File: src/rtl/rf_access_arbiter_if.sv
// Bus bundle between the two requesters / register file and rf_access_arbiter.
// master : requester side plus register file read data (the environment)
// slave  : the arbiter itself
interface rf_access_arbiter_if #(
    parameter int DATA_WIDTH = 32,
    parameter int ADDR_WIDTH = 5
);
    // requester 0 (instruction control path)
    logic                  REQ0;
    logic                  WE0;
    logic [ADDR_WIDTH-1:0] RA1_0;
    logic [ADDR_WIDTH-1:0] RA2_0;
    logic [ADDR_WIDTH-1:0] WA0;
    logic [DATA_WIDTH-1:0] WD0;
    logic                  LOCK0;
    logic                  GNT0;
    logic                  ACK0;

    // requester 1 (debug / loader port)
    logic                  REQ1;
    logic                  WE1;
    logic [ADDR_WIDTH-1:0] RA1_1;
    logic [ADDR_WIDTH-1:0] RA2_1;
    logic [ADDR_WIDTH-1:0] WA1;
    logic [DATA_WIDTH-1:0] WD1;
    logic                  LOCK1;
    logic                  GNT1;
    logic                  ACK1;

    // shared read result and status
    logic [DATA_WIDTH-1:0] RDATA1;
    logic [DATA_WIDTH-1:0] RDATA2;
    logic                  BUSY;
    logic                  OWNER;

    // register file side
    logic                  READ;
    logic                  WRITE;
    logic [ADDR_WIDTH-1:0] ADDR_R1;
    logic [ADDR_WIDTH-1:0] ADDR_R2;
    logic [ADDR_WIDTH-1:0] ADDR_W;
    logic [DATA_WIDTH-1:0] DATA_W;
    logic [DATA_WIDTH-1:0] DATA_R1;
    logic [DATA_WIDTH-1:0] DATA_R2;

    modport master (
        output REQ0, WE0, RA1_0, RA2_0, WA0, WD0, LOCK0,
        output REQ1, WE1, RA1_1, RA2_1, WA1, WD1, LOCK1,
        output DATA_R1, DATA_R2,
        input  GNT0, ACK0, GNT1, ACK1,
        input  RDATA1, RDATA2, BUSY, OWNER,
        input  READ, WRITE, ADDR_R1, ADDR_R2, ADDR_W, DATA_W
    );

    modport slave (
        input  REQ0, WE0, RA1_0, RA2_0, WA0, WD0, LOCK0,
        input  REQ1, WE1, RA1_1, RA2_1, WA1, WD1, LOCK1,
        input  DATA_R1, DATA_R2,
        output GNT0, ACK0, GNT1, ACK1,
        output RDATA1, RDATA2, BUSY, OWNER,
        output READ, WRITE, ADDR_R1, ADDR_R2, ADDR_W, DATA_W
    );
endinterface

File: src/rtl/rf_access_arbiter.sv
// rf_access_arbiter: round-robin arbiter and sequencer giving one of two
// requesters exclusive use of the register file's two read ports and one
// write port per transaction. Flow: IDLE -> ISSUE -> (WAIT x RF_LAT) -> DONE.
// Optional feature macro: RFARB_LOCK_EN (owner may chain transactions from
// DONE straight back to ISSUE while it holds LOCK and REQ).
module rf_access_arbiter #(
    parameter int DATA_WIDTH = 32,
    parameter int ADDR_WIDTH = 5,
    parameter int RF_LAT     = 1
) (
    input  logic               CLK,
    input  logic               RST,
    rf_access_arbiter_if.slave bus
);
    localparam logic [1:0] IDLE  = 2'd0;
    localparam logic [1:0] ISSUE = 2'd1;
    localparam logic [1:0] WAIT  = 2'd2;
    localparam logic [1:0] DONE  = 2'd3;

    localparam int               CNT_W     = (RF_LAT > 1) ? $clog2(RF_LAT) : 1;
    localparam logic [CNT_W-1:0] WAIT_LAST = CNT_W'(RF_LAT - 1);

    // ---------------------------------------------------------------
    // Per-requester views of the bus so selection is a simple index
    // ---------------------------------------------------------------
    logic [1:0]            req_vec;
    logic [1:0]            we_vec;
    logic [1:0]            lock_vec;
    logic [ADDR_WIDTH-1:0] ra1_vec [2];
    logic [ADDR_WIDTH-1:0] ra2_vec [2];
    logic [ADDR_WIDTH-1:0] wa_vec  [2];
    logic [DATA_WIDTH-1:0] wd_vec  [2];

    assign req_vec    = {bus.REQ1, bus.REQ0};
    assign we_vec     = {bus.WE1, bus.WE0};
    assign lock_vec   = {bus.LOCK1, bus.LOCK0};
    assign ra1_vec[0] = bus.RA1_0;
    assign ra1_vec[1] = bus.RA1_1;
    assign ra2_vec[0] = bus.RA2_0;
    assign ra2_vec[1] = bus.RA2_1;
    assign wa_vec[0]  = bus.WA0;
    assign wa_vec[1]  = bus.WA1;
    assign wd_vec[0]  = bus.WD0;
    assign wd_vec[1]  = bus.WD1;

    // ---------------------------------------------------------------
    // State and latched transaction fields
    // ---------------------------------------------------------------
    logic [1:0]            state_reg,  state_next;
    logic                  owner_reg,  owner_next;
    logic                  we_reg,     we_next;
    logic [ADDR_WIDTH-1:0] ra1_reg,    ra1_next;
    logic [ADDR_WIDTH-1:0] ra2_reg,    ra2_next;
    logic [ADDR_WIDTH-1:0] wa_reg,     wa_next;
    logic [DATA_WIDTH-1:0] wd_reg,     wd_next;
    logic [CNT_W-1:0]      cnt_reg,    cnt_next;
    logic [DATA_WIDTH-1:0] rdata1_reg, rdata1_next;
    logic [DATA_WIDTH-1:0] rdata2_reg, rdata2_next;

    logic winner;
    logic lock_hold;
    logic load_fields;
    logic sel;

    // Round-robin pick: on a tie the requester that did not own last wins
    always_comb begin
        winner = owner_reg;
        if (req_vec == 2'b11) begin
            winner = ~owner_reg;
        end else if (req_vec[1]) begin
            winner = 1'b1;
        end else if (req_vec[0]) begin
            winner = 1'b0;
        end
    end

`ifdef RFARB_LOCK_EN
    // Owner keeps the port if it still requests with LOCK high at DONE
    assign lock_hold = (state_reg == DONE) && lock_vec[owner_reg] && req_vec[owner_reg];
`else
    // Lock inputs have no effect in this build
    logic unused_lock;
    assign unused_lock = ^lock_vec;
    assign lock_hold   = 1'b0;
`endif

    // Fields come from the arbitration winner in IDLE, or from the locked owner in DONE
    assign load_fields = ((state_reg == IDLE) && (req_vec != 2'b00)) || lock_hold;
    assign sel         = (state_reg == IDLE) ? winner : owner_reg;

    // Next-state, field latching and read-data capture
    always_comb begin
        state_next  = state_reg;
        owner_next  = owner_reg;
        we_next     = we_reg;
        ra1_next    = ra1_reg;
        ra2_next    = ra2_reg;
        wa_next     = wa_reg;
        wd_next     = wd_reg;
        cnt_next    = cnt_reg;
        rdata1_next = rdata1_reg;
        rdata2_next = rdata2_reg;

        case (state_reg)
            IDLE: begin
                if (req_vec != 2'b00) begin
                    state_next = ISSUE;
                    owner_next = winner;
                end
            end
            ISSUE: begin
                if (we_reg) begin
                    state_next = DONE;
                end else begin
                    state_next = WAIT;
                    cnt_next   = WAIT_LAST;
                end
            end
            WAIT: begin
                if (cnt_reg == '0) begin
                    rdata1_next = bus.DATA_R1;
                    rdata2_next = bus.DATA_R2;
                    state_next  = DONE;
                end else begin
                    cnt_next = cnt_reg - CNT_W'(1);
                end
            end
            DONE: begin
                state_next = lock_hold ? ISSUE : IDLE;
            end
            default: begin
                state_next = IDLE;
            end
        endcase

        if (load_fields) begin
            we_next  = we_vec[sel];
            ra1_next = ra1_vec[sel];
            ra2_next = ra2_vec[sel];
            wa_next  = wa_vec[sel];
            wd_next  = wd_vec[sel];
        end
    end

    // State register; reset drops any in-flight transaction
    always_ff @(posedge CLK) begin
        if (RST) begin
            state_reg  <= IDLE;
            owner_reg  <= 1'b1;
            we_reg     <= 1'b0;
            ra1_reg    <= '0;
            ra2_reg    <= '0;
            wa_reg     <= '0;
            wd_reg     <= '0;
            cnt_reg    <= '0;
            rdata1_reg <= '0;
            rdata2_reg <= '0;
        end else begin
            state_reg  <= state_next;
            owner_reg  <= owner_next;
            we_reg     <= we_next;
            ra1_reg    <= ra1_next;
            ra2_reg    <= ra2_next;
            wa_reg     <= wa_next;
            wd_reg     <= wd_next;
            cnt_reg    <= cnt_next;
            rdata1_reg <= rdata1_next;
            rdata2_reg <= rdata2_next;
        end
    end

    // ---------------------------------------------------------------
    // Register file strobes and addresses, zero outside ISSUE/WAIT
    // ---------------------------------------------------------------
    logic                  read_strobe;
    logic                  write_strobe;
    logic [ADDR_WIDTH-1:0] addr_r1;
    logic [ADDR_WIDTH-1:0] addr_r2;
    logic [ADDR_WIDTH-1:0] addr_w;
    logic [DATA_WIDTH-1:0] data_w;

    // READ spans ISSUE and WAIT with addresses held; WRITE is ISSUE only
    always_comb begin
        read_strobe  = 1'b0;
        write_strobe = 1'b0;
        addr_r1      = '0;
        addr_r2      = '0;
        addr_w       = '0;
        data_w       = '0;
        if (!we_reg && ((state_reg == ISSUE) || (state_reg == WAIT))) begin
            read_strobe = 1'b1;
            addr_r1     = ra1_reg;
            addr_r2     = ra2_reg;
        end
        if (we_reg && (state_reg == ISSUE)) begin
            write_strobe = 1'b1;
            addr_w       = wa_reg;
            data_w       = wd_reg;
        end
    end

    // Grant and acknowledge pulses, one per requester
    logic [1:0] gnt_vec;
    logic [1:0] ack_vec;
    genvar gi;
    generate
        for (gi = 0; gi < 2; gi++) begin : g_req
            assign gnt_vec[gi] = (state_reg == ISSUE) && (owner_reg == 1'(gi));
            assign ack_vec[gi] = (state_reg == DONE)  && (owner_reg == 1'(gi));
        end
    endgenerate

    assign bus.GNT0    = gnt_vec[0];
    assign bus.GNT1    = gnt_vec[1];
    assign bus.ACK0    = ack_vec[0];
    assign bus.ACK1    = ack_vec[1];
    assign bus.READ    = read_strobe;
    assign bus.WRITE   = write_strobe;
    assign bus.ADDR_R1 = addr_r1;
    assign bus.ADDR_R2 = addr_r2;
    assign bus.ADDR_W  = addr_w;
    assign bus.DATA_W  = data_w;
    assign bus.RDATA1  = rdata1_reg;
    assign bus.RDATA2  = rdata2_reg;
    assign bus.BUSY    = (state_reg != IDLE);
    assign bus.OWNER   = owner_reg;
endmodule

File: src/flat_wrapper.sv
// flat-port wrapper written by rule: the top's interface ports become plain ports
module rf_access_arbiter_flat 
#(
    parameter int DATA_WIDTH = 32,
    parameter int ADDR_WIDTH = 5,
    parameter int RF_LAT     = 1
)
  (CLK, RST, bus_REQ0, bus_WE0, bus_RA1_0, bus_RA2_0, bus_WA0, bus_WD0, bus_LOCK0, bus_REQ1, bus_WE1, bus_RA1_1, bus_RA2_1, bus_WA1, bus_WD1, bus_LOCK1, bus_DATA_R1, bus_DATA_R2, bus_GNT0, bus_ACK0, bus_GNT1, bus_ACK1, bus_RDATA1, bus_RDATA2, bus_BUSY, bus_OWNER, bus_READ, bus_WRITE, bus_ADDR_R1, bus_ADDR_R2, bus_ADDR_W, bus_DATA_W);
  rf_access_arbiter_if #(.DATA_WIDTH(DATA_WIDTH), .ADDR_WIDTH(ADDR_WIDTH)) bus_i ();
  input  logic CLK;
  input  logic RST;
  input wire logic [$bits(bus_i.REQ0)-1:0] bus_REQ0;
  input wire logic [$bits(bus_i.WE0)-1:0] bus_WE0;
  input wire logic [$bits(bus_i.RA1_0)-1:0] bus_RA1_0;
  input wire logic [$bits(bus_i.RA2_0)-1:0] bus_RA2_0;
  input wire logic [$bits(bus_i.WA0)-1:0] bus_WA0;
  input wire logic [$bits(bus_i.WD0)-1:0] bus_WD0;
  input wire logic [$bits(bus_i.LOCK0)-1:0] bus_LOCK0;
  input wire logic [$bits(bus_i.REQ1)-1:0] bus_REQ1;
  input wire logic [$bits(bus_i.WE1)-1:0] bus_WE1;
  input wire logic [$bits(bus_i.RA1_1)-1:0] bus_RA1_1;
  input wire logic [$bits(bus_i.RA2_1)-1:0] bus_RA2_1;
  input wire logic [$bits(bus_i.WA1)-1:0] bus_WA1;
  input wire logic [$bits(bus_i.WD1)-1:0] bus_WD1;
  input wire logic [$bits(bus_i.LOCK1)-1:0] bus_LOCK1;
  input wire logic [$bits(bus_i.DATA_R1)-1:0] bus_DATA_R1;
  input wire logic [$bits(bus_i.DATA_R2)-1:0] bus_DATA_R2;
  output wire logic [$bits(bus_i.GNT0)-1:0] bus_GNT0;
  output wire logic [$bits(bus_i.ACK0)-1:0] bus_ACK0;
  output wire logic [$bits(bus_i.GNT1)-1:0] bus_GNT1;
  output wire logic [$bits(bus_i.ACK1)-1:0] bus_ACK1;
  output wire logic [$bits(bus_i.RDATA1)-1:0] bus_RDATA1;
  output wire logic [$bits(bus_i.RDATA2)-1:0] bus_RDATA2;
  output wire logic [$bits(bus_i.BUSY)-1:0] bus_BUSY;
  output wire logic [$bits(bus_i.OWNER)-1:0] bus_OWNER;
  output wire logic [$bits(bus_i.READ)-1:0] bus_READ;
  output wire logic [$bits(bus_i.WRITE)-1:0] bus_WRITE;
  output wire logic [$bits(bus_i.ADDR_R1)-1:0] bus_ADDR_R1;
  output wire logic [$bits(bus_i.ADDR_R2)-1:0] bus_ADDR_R2;
  output wire logic [$bits(bus_i.ADDR_W)-1:0] bus_ADDR_W;
  output wire logic [$bits(bus_i.DATA_W)-1:0] bus_DATA_W;
  assign bus_i.REQ0 = bus_REQ0;
  assign bus_i.WE0 = bus_WE0;
  assign bus_i.RA1_0 = bus_RA1_0;
  assign bus_i.RA2_0 = bus_RA2_0;
  assign bus_i.WA0 = bus_WA0;
  assign bus_i.WD0 = bus_WD0;
  assign bus_i.LOCK0 = bus_LOCK0;
  assign bus_i.REQ1 = bus_REQ1;
  assign bus_i.WE1 = bus_WE1;
  assign bus_i.RA1_1 = bus_RA1_1;
  assign bus_i.RA2_1 = bus_RA2_1;
  assign bus_i.WA1 = bus_WA1;
  assign bus_i.WD1 = bus_WD1;
  assign bus_i.LOCK1 = bus_LOCK1;
  assign bus_i.DATA_R1 = bus_DATA_R1;
  assign bus_i.DATA_R2 = bus_DATA_R2;
  assign bus_GNT0 = bus_i.GNT0;
  assign bus_ACK0 = bus_i.ACK0;
  assign bus_GNT1 = bus_i.GNT1;
  assign bus_ACK1 = bus_i.ACK1;
  assign bus_RDATA1 = bus_i.RDATA1;
  assign bus_RDATA2 = bus_i.RDATA2;
  assign bus_BUSY = bus_i.BUSY;
  assign bus_OWNER = bus_i.OWNER;
  assign bus_READ = bus_i.READ;
  assign bus_WRITE = bus_i.WRITE;
  assign bus_ADDR_R1 = bus_i.ADDR_R1;
  assign bus_ADDR_R2 = bus_i.ADDR_R2;
  assign bus_ADDR_W = bus_i.ADDR_W;
  assign bus_DATA_W = bus_i.DATA_W;
  rf_access_arbiter #(.DATA_WIDTH(DATA_WIDTH), .ADDR_WIDTH(ADDR_WIDTH), .RF_LAT(RF_LAT)) u_core (.CLK(CLK), .RST(RST), .bus(bus_i));
endmodule
File: config.mk
export PLATFORM = sky130hd
export DESIGN_NAME = rf_access_arbiter_flat
export DESIGN_NICKNAME = d
export VERILOG_FILES = /design/src/rtl/rf_access_arbiter_if.sv /design/src/rtl/rf_access_arbiter.sv /design/src/flat_wrapper.sv
export SDC_FILE = /design/constraint.sdc
export NUM_CORES = 1
export LEC_CHECK = 0
export CAP_MARGIN = 5
export CORE_MARGIN = 10
export CORE_UTILIZATION = 40
export DETAILED_ROUTE_END_ITERATION = 6
export GPL_TIMING_DRIVEN = 0
export PLACE_DENSITY = 0.81
export SYNTH_ARGS = -nofsm -noshare
export SYNTH_HDL_FRONTEND = slang
export SYNTH_SLANG_ARGS = --single-unit
File: constraint.sdc
create_clock -name CLK -period 2.05 [get_ports CLK]
set_clock_uncertainty 0.15 [all_clocks]
set_input_delay 0.41 -clock CLK [delete_from_list [all_inputs] [get_ports CLK]]
set_output_delay 0.41 -clock CLK [all_outputs]
set_load 0.03 [all_outputs]
### Word level (Yosys, flattened, before mapping)

Cells that the tools add are included.

* add/subtract/negate cells: 1
* order comparisons: 2
* eq/ne operators: 7
* mux-type cells: 31
* bitwise logic cells: 3
* reduce and logical (&&, ||, !) cells: 17

Operators with widths (number)
* $mux 32: 4
* $mux 5: 12
* $mux 1: 11
* $pmux 2 s4: 1
* $reduce_and 2->1: 4
* $logic_and 1x1->1: 7
* $eq 2x2->1 const B: 3
* $ne 2x2->1 const B: 3
* $reduce_bool 2->1: 3
* $mux 2: 2
* $eq 2x1->1 const B: 1
* $ge 2x2->1 const B: 1
* $logic_not 2->1: 1
* $lt 1x2->1 const B: 1
* $not 1->1: 2
* $not 1->2: 1
* $pmux 1 s2: 1
* $logic_not 1->1: 1
* $logic_or 1x1->1: 1
* $sub 1x1->1 const B: 1

* register bits: 116
* bits of input ports: 166
* output and inout port bits: 119

### Longest topological paths before layout

Gate-level depths: netlist (run 1).

* depth after elaboration: 8
* gate-level depth with buffers: 8
* gate-level depth less buffers: 5

### Least setup slack after synthesis (run 1)

Ideal clock, no wire load.

* kind: register to output
* from: register u_core.state_reg[0]
* to: output bus_ADDR_R1[0]
* arrival time: 1.656 ns
* setup slack: -0.166 ns
* cell stages (with the launch flop): 6
* buffers on the path: 1
* cell sequence: dfxtp_1 -> inv_1 -> ha_1 -> nor2b_1 -> clkbuf_1 -> and2_1

* longest elaborated chain between the ends: 4
* elaborated cells on any way between the ends: 5

Ends and longest elaborated chain
* start, declared: line rf_access_arbiter.sv:49 `logic [1:0] state_reg, state_next;`
* start signal, assigned: line rf_access_arbiter.sv:159 `state_reg <= state_next;`
* $eq 2x1->1 / $eq 2x2->1 (equally long branches): line rf_access_arbiter.sv:190 `if (!we_reg && ((state_reg == ISSUE) || (state_reg == WAIT))) begin`
* $logic_or 1x1->1 (*): line rf_access_arbiter.sv:190
* $logic_and 1x1->1 (*): line rf_access_arbiter.sv:190
* $mux 5 (*): line rf_access_arbiter.sv:190
* end, declared: line flat_wrapper.sv:38 `output wire logic [$bits(bus_i.ADDR_R1)-1:0] bus_ADDR_R1;`

Mark *: on every way between the ends. The rest lies on a longest branch, timed or not.

### Worst setup path after layout (run 1)

* from: register u_core.state_reg[0]
* to: output bus_ADDR_R2[2]

* longest elaborated chain between the ends: 4
* elaborated cells on any way between the ends: 5

Ends and longest elaborated chain
* $eq 2x1->1 / $eq 2x2->1 (equally long branches): line rf_access_arbiter.sv:190
* $logic_or 1x1->1 (*): line rf_access_arbiter.sv:190
* $logic_and 1x1->1 (*): line rf_access_arbiter.sv:190
* $mux 5 (*): line rf_access_arbiter.sv:190
* end, declared: line flat_wrapper.sv:39 `output wire logic [$bits(bus_i.ADDR_R2)-1:0] bus_ADDR_R2;`

Marks and branches as above.

==> run_results.csv, run 1 <==
group,metric,value,unit
outcome,run_status,"finished with violations",
outcome,violations,"negative setup slack",
detailed_routing,drt.antenna.violating_nets,0,
clock_tree,cts.path.max_buffers,2,
place,portBuffers,280,
clock_tree,cts_tree,"built",
floorplan,die_y,137,um
global_route,use_met3,9.79,%
flow_run,drv_cap,0,
layout,layout-drive-gt1-share,19.1,%
detailed_routing,drt-total-wl,22100,um
floorplan,die_area,18700,um2
sta,slew_headroom,62.0,%
layout,final_cell_mix,"clkdlybuf4s50_1, dfxtp_1, inv_1",
critical_path,crit_path_start_kind,"register",
sta,rsz0062_at_grt,"yes",
critical_path,crit_chain,"inv_4 > ha_4 > nor2b_4 > buf_8 > and2_4 > buf_8",
global_route,antenna_found_initial,0,
yosys,synth-seq-cells,115,
clock_tree,clock_latency,410,ps
critical_path,end_kind,"primary output",
critical_path,cp.required,1490,ps
clock_tree,cts_buffers,17,
layout,final_common_cell,"clkdlybuf4s50_1",
sta,worst_slew_pin_slew,568,ps
sta,slew_violations,0,
sta,setup_slack,-221,ps
yosys,synth.avg_cell_area,8.76,um2
global_route,busiest_layer,"met2",
detailed_routing,routedWlPerCell,19.6,um
yosys,synth_cell_type_count,22,
place,hpwl,16700,um
clock_tree,ctsHtreeMaxLevel,4,
global_route,track_usage,22.6,%
global_route,grt_use_met2,38.8,%
detailed_routing,first_pass_iters,4,
layout,syn_to_final_growth,76.6,%
layout,stdcell_area,9640,um2
pwr,power.density,1360,nW/um2
critical_path,timing_worst_setup_path_type,"register to primary output",
sta,timing_hold_violations_final,0,
sta,max_freq,440,MHz
pwr,cellLeakagePower,4.09,nW
clock_tree,cts_root_buf,"clkbuf_16",
sta,final.period_utilization,111,%
place,place_congestion,0.865,
clock_tree,clkTransAtPathRegs,50,ps
yosys,synthesis.area,5460,um2
yosys,ys.warnings.count,0,
sta,setup_viol,49,
layout,antenna_cells,0,
yosys,ys_seq_area_share,42.2,%
detailed_routing,drtIter0Drc,256,
place,dpl_cell_area,8480,um2
layout,fin_util,72.5,%
global_route,grt_max_degree,19,
global_route,grt_pass1_vias,5923,
global_route,grt_pass1_wl,33100,um
layout,fillers,1035,
floorplan,ios,285,
detailed_routing,via_count,5832,
yosys,syn_nets,794,
critical_path,arrival,1710,ps
critical_path,critPathMaxFanout,5,
critical_path,slowest_stage,"dfxtp_4",
floorplan,initial_core_util,41.1,%
clock_tree,clkSinkCount,115,
detailed_routing,post-route-drc-count,0,
layout,nets,1108,
global_route,grtUsageMet1,24.5,%
sta,whs,340,ps
pwr,ir_drop,0.722,mV
critical_path,slowest_delay,370,ps
global_route,overflow,0,
floorplan,die_w,137,um
floorplan,coreArea,13300,um2
yosys,syn_inst,623,
floorplan,rows,42,
min_path,hp-class,"register to register",
critical_path,cpMostUsedCell,"buf_8",
sta,min_period,2270,ps
detailed_routing,via_per_inst,5.19,
==> Yosys cell counts <==
master     count  share of area, %
buf_2         17               1.6
nand2b_1       1              0.11
o31ai_1        1              0.14
o311a_1       48               8.8
dfxtp_1      115                42
mux2i_1       65                12
buf_4          1              0.14
nor2b_1        3              0.34
buf_1         11              0.76
buf_6          2              0.41
or3_1          1              0.11
and2_1        13               1.5
nor2_1        66               4.5
o2111ai_1     48               7.7
nor3b_1        1              0.14
o21ai_2        1              0.16
and3_1        37               4.2
inv_1        100               6.9
a21oi_1       50               4.6
a31o_1         1              0.16
ha_1           5               1.1
clkbuf_1      36               2.5
==> report_power, final <==
part	internal (W)	total (W)	switching, W
Sequential	0.00296	0.00332	0.000365
Combinational	0.00312	0.00688	0.00376
Clock	0.00186	0.00288	0.00103
Total	0.00793	0.0131	0.00515
==> per-stage QoR <==
stage          TNS (ps)  std cells  setup WS (ps)  power, W
2_1_floorplan         0        623           30.1   0.00699
3_3_place_gp     -37210       1079           -819   0.00907
3_5_place_dp     -38560       1079           -805   0.00916
4_1_cts           -5970       1122           -258    0.0129
5_1_grt           -8190       1124           -289    0.0138
6_report          -5360       1124           -221    0.0131
==> cell families after synthesis <==
logic type,after synthesis,synth area share [%]
muxes,65,11.9
adders and majority gates,5,1.15
buffers and inverters,167,12.2
DFF,115,42.2
AOI/OAI and AO/OA,149,21.5
and+or+nand+nor,122,11.0
==> cell type report <==
type,count,area [um2],area share [%]
Clock inverter,10,109,1.13
Tap cell,176,220,2.28
Sequential cell,115,2310,23.9
Clock buffer,20,467,4.84
Buffer,64,368,3.82
Multi-Input combinational cell,341,2710,28.1
Timing Repair Buffer,298,3080,32.0
Inverter,100,380,3.95
==> metal layers <==
layer / vias to the layer above / share of wire, %
li1: 2816 / -
met1: 2730 / 39
met2: 256 / 48
met3: 30 / 11
met4: 0 / 1.7
met5: - / 0
==> what timing repair did <==
action                                  CTS  global route
cloned                                    5             0
endpoints found under the setup margin   89            73
pin swaps                                25             1
resized for setup                       453            43
setup buffers                             9             5
hold buffers                              0             0
==> worst paths after layout <==
path                         start                    end  slack [ps]  depth (start not counted)
max reg2reg    u_core.state_reg[0]  u_core.bus.RDATA1[30]         160                          7
min          u_core.bus.RDATA2[22]  u_core.bus.RDATA2[22]         340                          2
min reg2reg  u_core.bus.RDATA2[22]  u_core.bus.RDATA2[22]         340                          2
max            u_core.state_reg[0]         bus_ADDR_R2[2]        -220                          6
==> critical path: cells and delay by family, from the launching register on <==
kind / cells / cell delay [ps]
fa+ha+maj: 1 / 260
buf+inv: 3 / 320
simple gates: 2 / 350
flops: 1 / 370
Power figures use the tool's default switching activity.
==> run 2, diff against run 1 <==
--- a/constraint.sdc
+++ b/constraint.sdc
@@ -4,2 +4,2 @@
 set_output_delay 0.41 -clock CLK [all_outputs]
-set_load 0.03 [all_outputs]
+set_load 0.05 [all_outputs]
==> run_results.csv, run 2 (synthesized netlist as in run 1, its figures left out) <==
group,metric,value,unit
detailed_routing,routedWlPerCell,20.6,um
global_route,overflow,0,
detailed_routing,post-route-drc-count,0,
critical_path,arrival,1750,ps
detailed_routing,drt.antenna.violating_nets,0,
floorplan,coreArea,13300,um2
sta,setup_slack,-256,ps
critical_path,crit_chain,"inv_4 > ha_4 > nor2b_4 > buf_8 > and2_4 > buf_8",
floorplan,die_w,137,um
critical_path,cp.required,1490,ps
layout,fin_util,74.1,%
critical_path,crit_path_start_kind,"register",
layout,syn_to_final_growth,80.5,%
layout,nets,1107,
critical_path,slowest_delay,380,ps
floorplan,die_y,137,um
global_route,grt_max_degree,20,
critical_path,cpMostUsedCell,"buf_8",
global_route,antenna_found_initial,1,
outcome,run_status,"finished with violations",
floorplan,die_area,18700,um2
floorplan,rows,42,
pwr,power.density,1420,nW/um2
min_path,hold_start,"u_core.bus.RDATA2[24]",
min_path,whs_endpoint,"u_core.bus.RDATA2[24]",
layout,fillers,1023,
critical_path,critPathMaxFanout,5,
sta,final.period_utilization,112,%
detailed_routing,drtIter0Drc,306,
sta,slew_violations,0,
global_route,grt_pass1_vias,6070,
clock_tree,ctsHtreeMaxLevel,4,
detailed_routing,via_count,5863,
floorplan,ios,285,
global_route,grt_pass1_wl,35100,um
flow_run,drv_cap,0,
floorplan,initial_core_util,41.1,%
sta,slew_headroom,56.0,%
clock_tree,cts_root_buf,"clkbuf_16",
critical_path,r2r_start,"u_core.state_reg[0]",
global_route,track_usage,24.1,%
place,hpwl,17200,um
critical_path,worstReg2RegEnd,"u_core.wd_reg[0]",
clock_tree,cts_tree,"built",
place,place_congestion,0.844,
clock_tree,cts_buffers,17,
sta,worst_slew_pin_slew,659,ps
pwr,cellLeakagePower,4.31,nW
critical_path,timing_worst_setup_path_type,"register to primary output",
layout,layout-drive-gt1-share,20.0,%
layout,final_common_cell,"clkdlybuf4s50_1",
clock_tree,clkTransAtPathRegs,50,ps
detailed_routing,first_pass_iters,6,
critical_path,r2r.worst_path.cells,7,
place,preCtsSetupSlack,-1090,ps
sta,max_freq,434,MHz
layout,final_cell_mix,"clkdlybuf4s50_1, dfxtp_1, inv_1",
sta,finalSetupTns,-9000,ps
place,portBuffers,280,
min_path,hp-class,"register to register",
sta,setup_viol,51,
clock_tree,ctsHoldBuffers,0,
sta,min_period,2310,ps
critical_path,r2r_slack,100,ps
sta,rsz0062_at_grt,"yes",
clock_tree,clkSinkCount,115,
critical_path,end_kind,"primary output",
pwr,total_power,0.0140,W
outcome,violations,"negative setup slack",
detailed_routing,via_per_inst,5.21,
pwr,ir_drop,0.727,mV
min_path,hold_depth,2,
clock_tree,cts.path.max_buffers,2,
detailed_routing,drt-total-wl,23200,um
critical_path,slowest_stage,"dfxtp_4",
clock_tree,clock_latency,410,ps
sta,timing_hold_violations_final,0,
==> run 2: area by class of cell <==
type,instances,area [um2],share of cell area (%)
Multi-Input combinational cell,341,2750,27.9
Clock buffer,22,484,4.91
Clock inverter,9,104,1.05
Buffer,63,378,3.84
Antenna cell,2,5.00,0.0508
Tap cell,176,220,2.24
Inverter,100,380,3.86
Timing Repair Buffer,298,3220,32.7
Sequential cell,115,2310,23.5
==> run 2: repair_timing <==
item | 4_1_cts | 5_1_grt
endpoints found under the setup margin | 162 | 62
resized for setup | 567 | 39
pin swaps | 24 | 3
setup buffers | 11 | 4
gates cloned | 3 | 1
==> run 2: per-stage QoR <==
step | area [um2] | hold WS (ps) | cells
floorplan | 5490 | 340 | 623
global placement | 8510 | 321 | 1079
detailed placement | 8510 | 329 | 1079
CTS | 9700 | 339 | 1122
global route | 9850 | 359 | 1125
finish | 9850 | 333 | 1126
==> run 2: how the worst max path moves through the flow <==
| stage | cells past startpoint | end | startpoint | slack (ps) |
|---|---|---|---|---|
| 6_report | 6 | bus_ADDR_R1[2] | u_core.state_reg[0] | -260 |
| 5_1_grt | 6 | bus_ADDR_R2[3] | u_core.state_reg[0] | -310 |
| 4_1_cts | 6 | bus_ADDR_R2[2] | u_core.state_reg[0] | -280 |
| 3_5_place_dp | 6 | bus_DATA_W[17] | u_core.state_reg[1] | -1090 |
| 3_3_place_gp | 6 | bus_DATA_W[17] | u_core.state_reg[1] | -1060 |
| 2_1_floorplan | 3 | bus_ACK0 | u_core.bus.OWNER | -100 |
==> run 2: layer usage <==
metal | GRT usage (%) | vias up | share of wire (%)
li1 | - | 2821 | -
met1 | 26.2 | 2765 | 38
met2 | 41.8 | 246 | 50
met3 | 9.71 | 31 | 10
met4 | 7.79 | 0 | 2.1
met5 | 0 | - | 0
==> run 2: worst max-delay path, delay by kind of cell, from the launching register on <==
family                   cells  cell delay, ps
flip-flops                   1             380
AND/OR/NAND/NOR              2             360
buffers and inverters        3             330
adder cells (fa/ha/maj)      1             260
==> run 2: power breakdown <==
group          switching, W  internal [W]
logic               0.00453       0.00319
registers          0.000391       0.00296
clock network       0.00103       0.00190
==> run 3, diff against run 2 <==
CTS_CLUSTER_SIZE = 20   (was default)
==> results of run 3 <==
No change in the layout: final DEF, timing and power equal those of run 2.
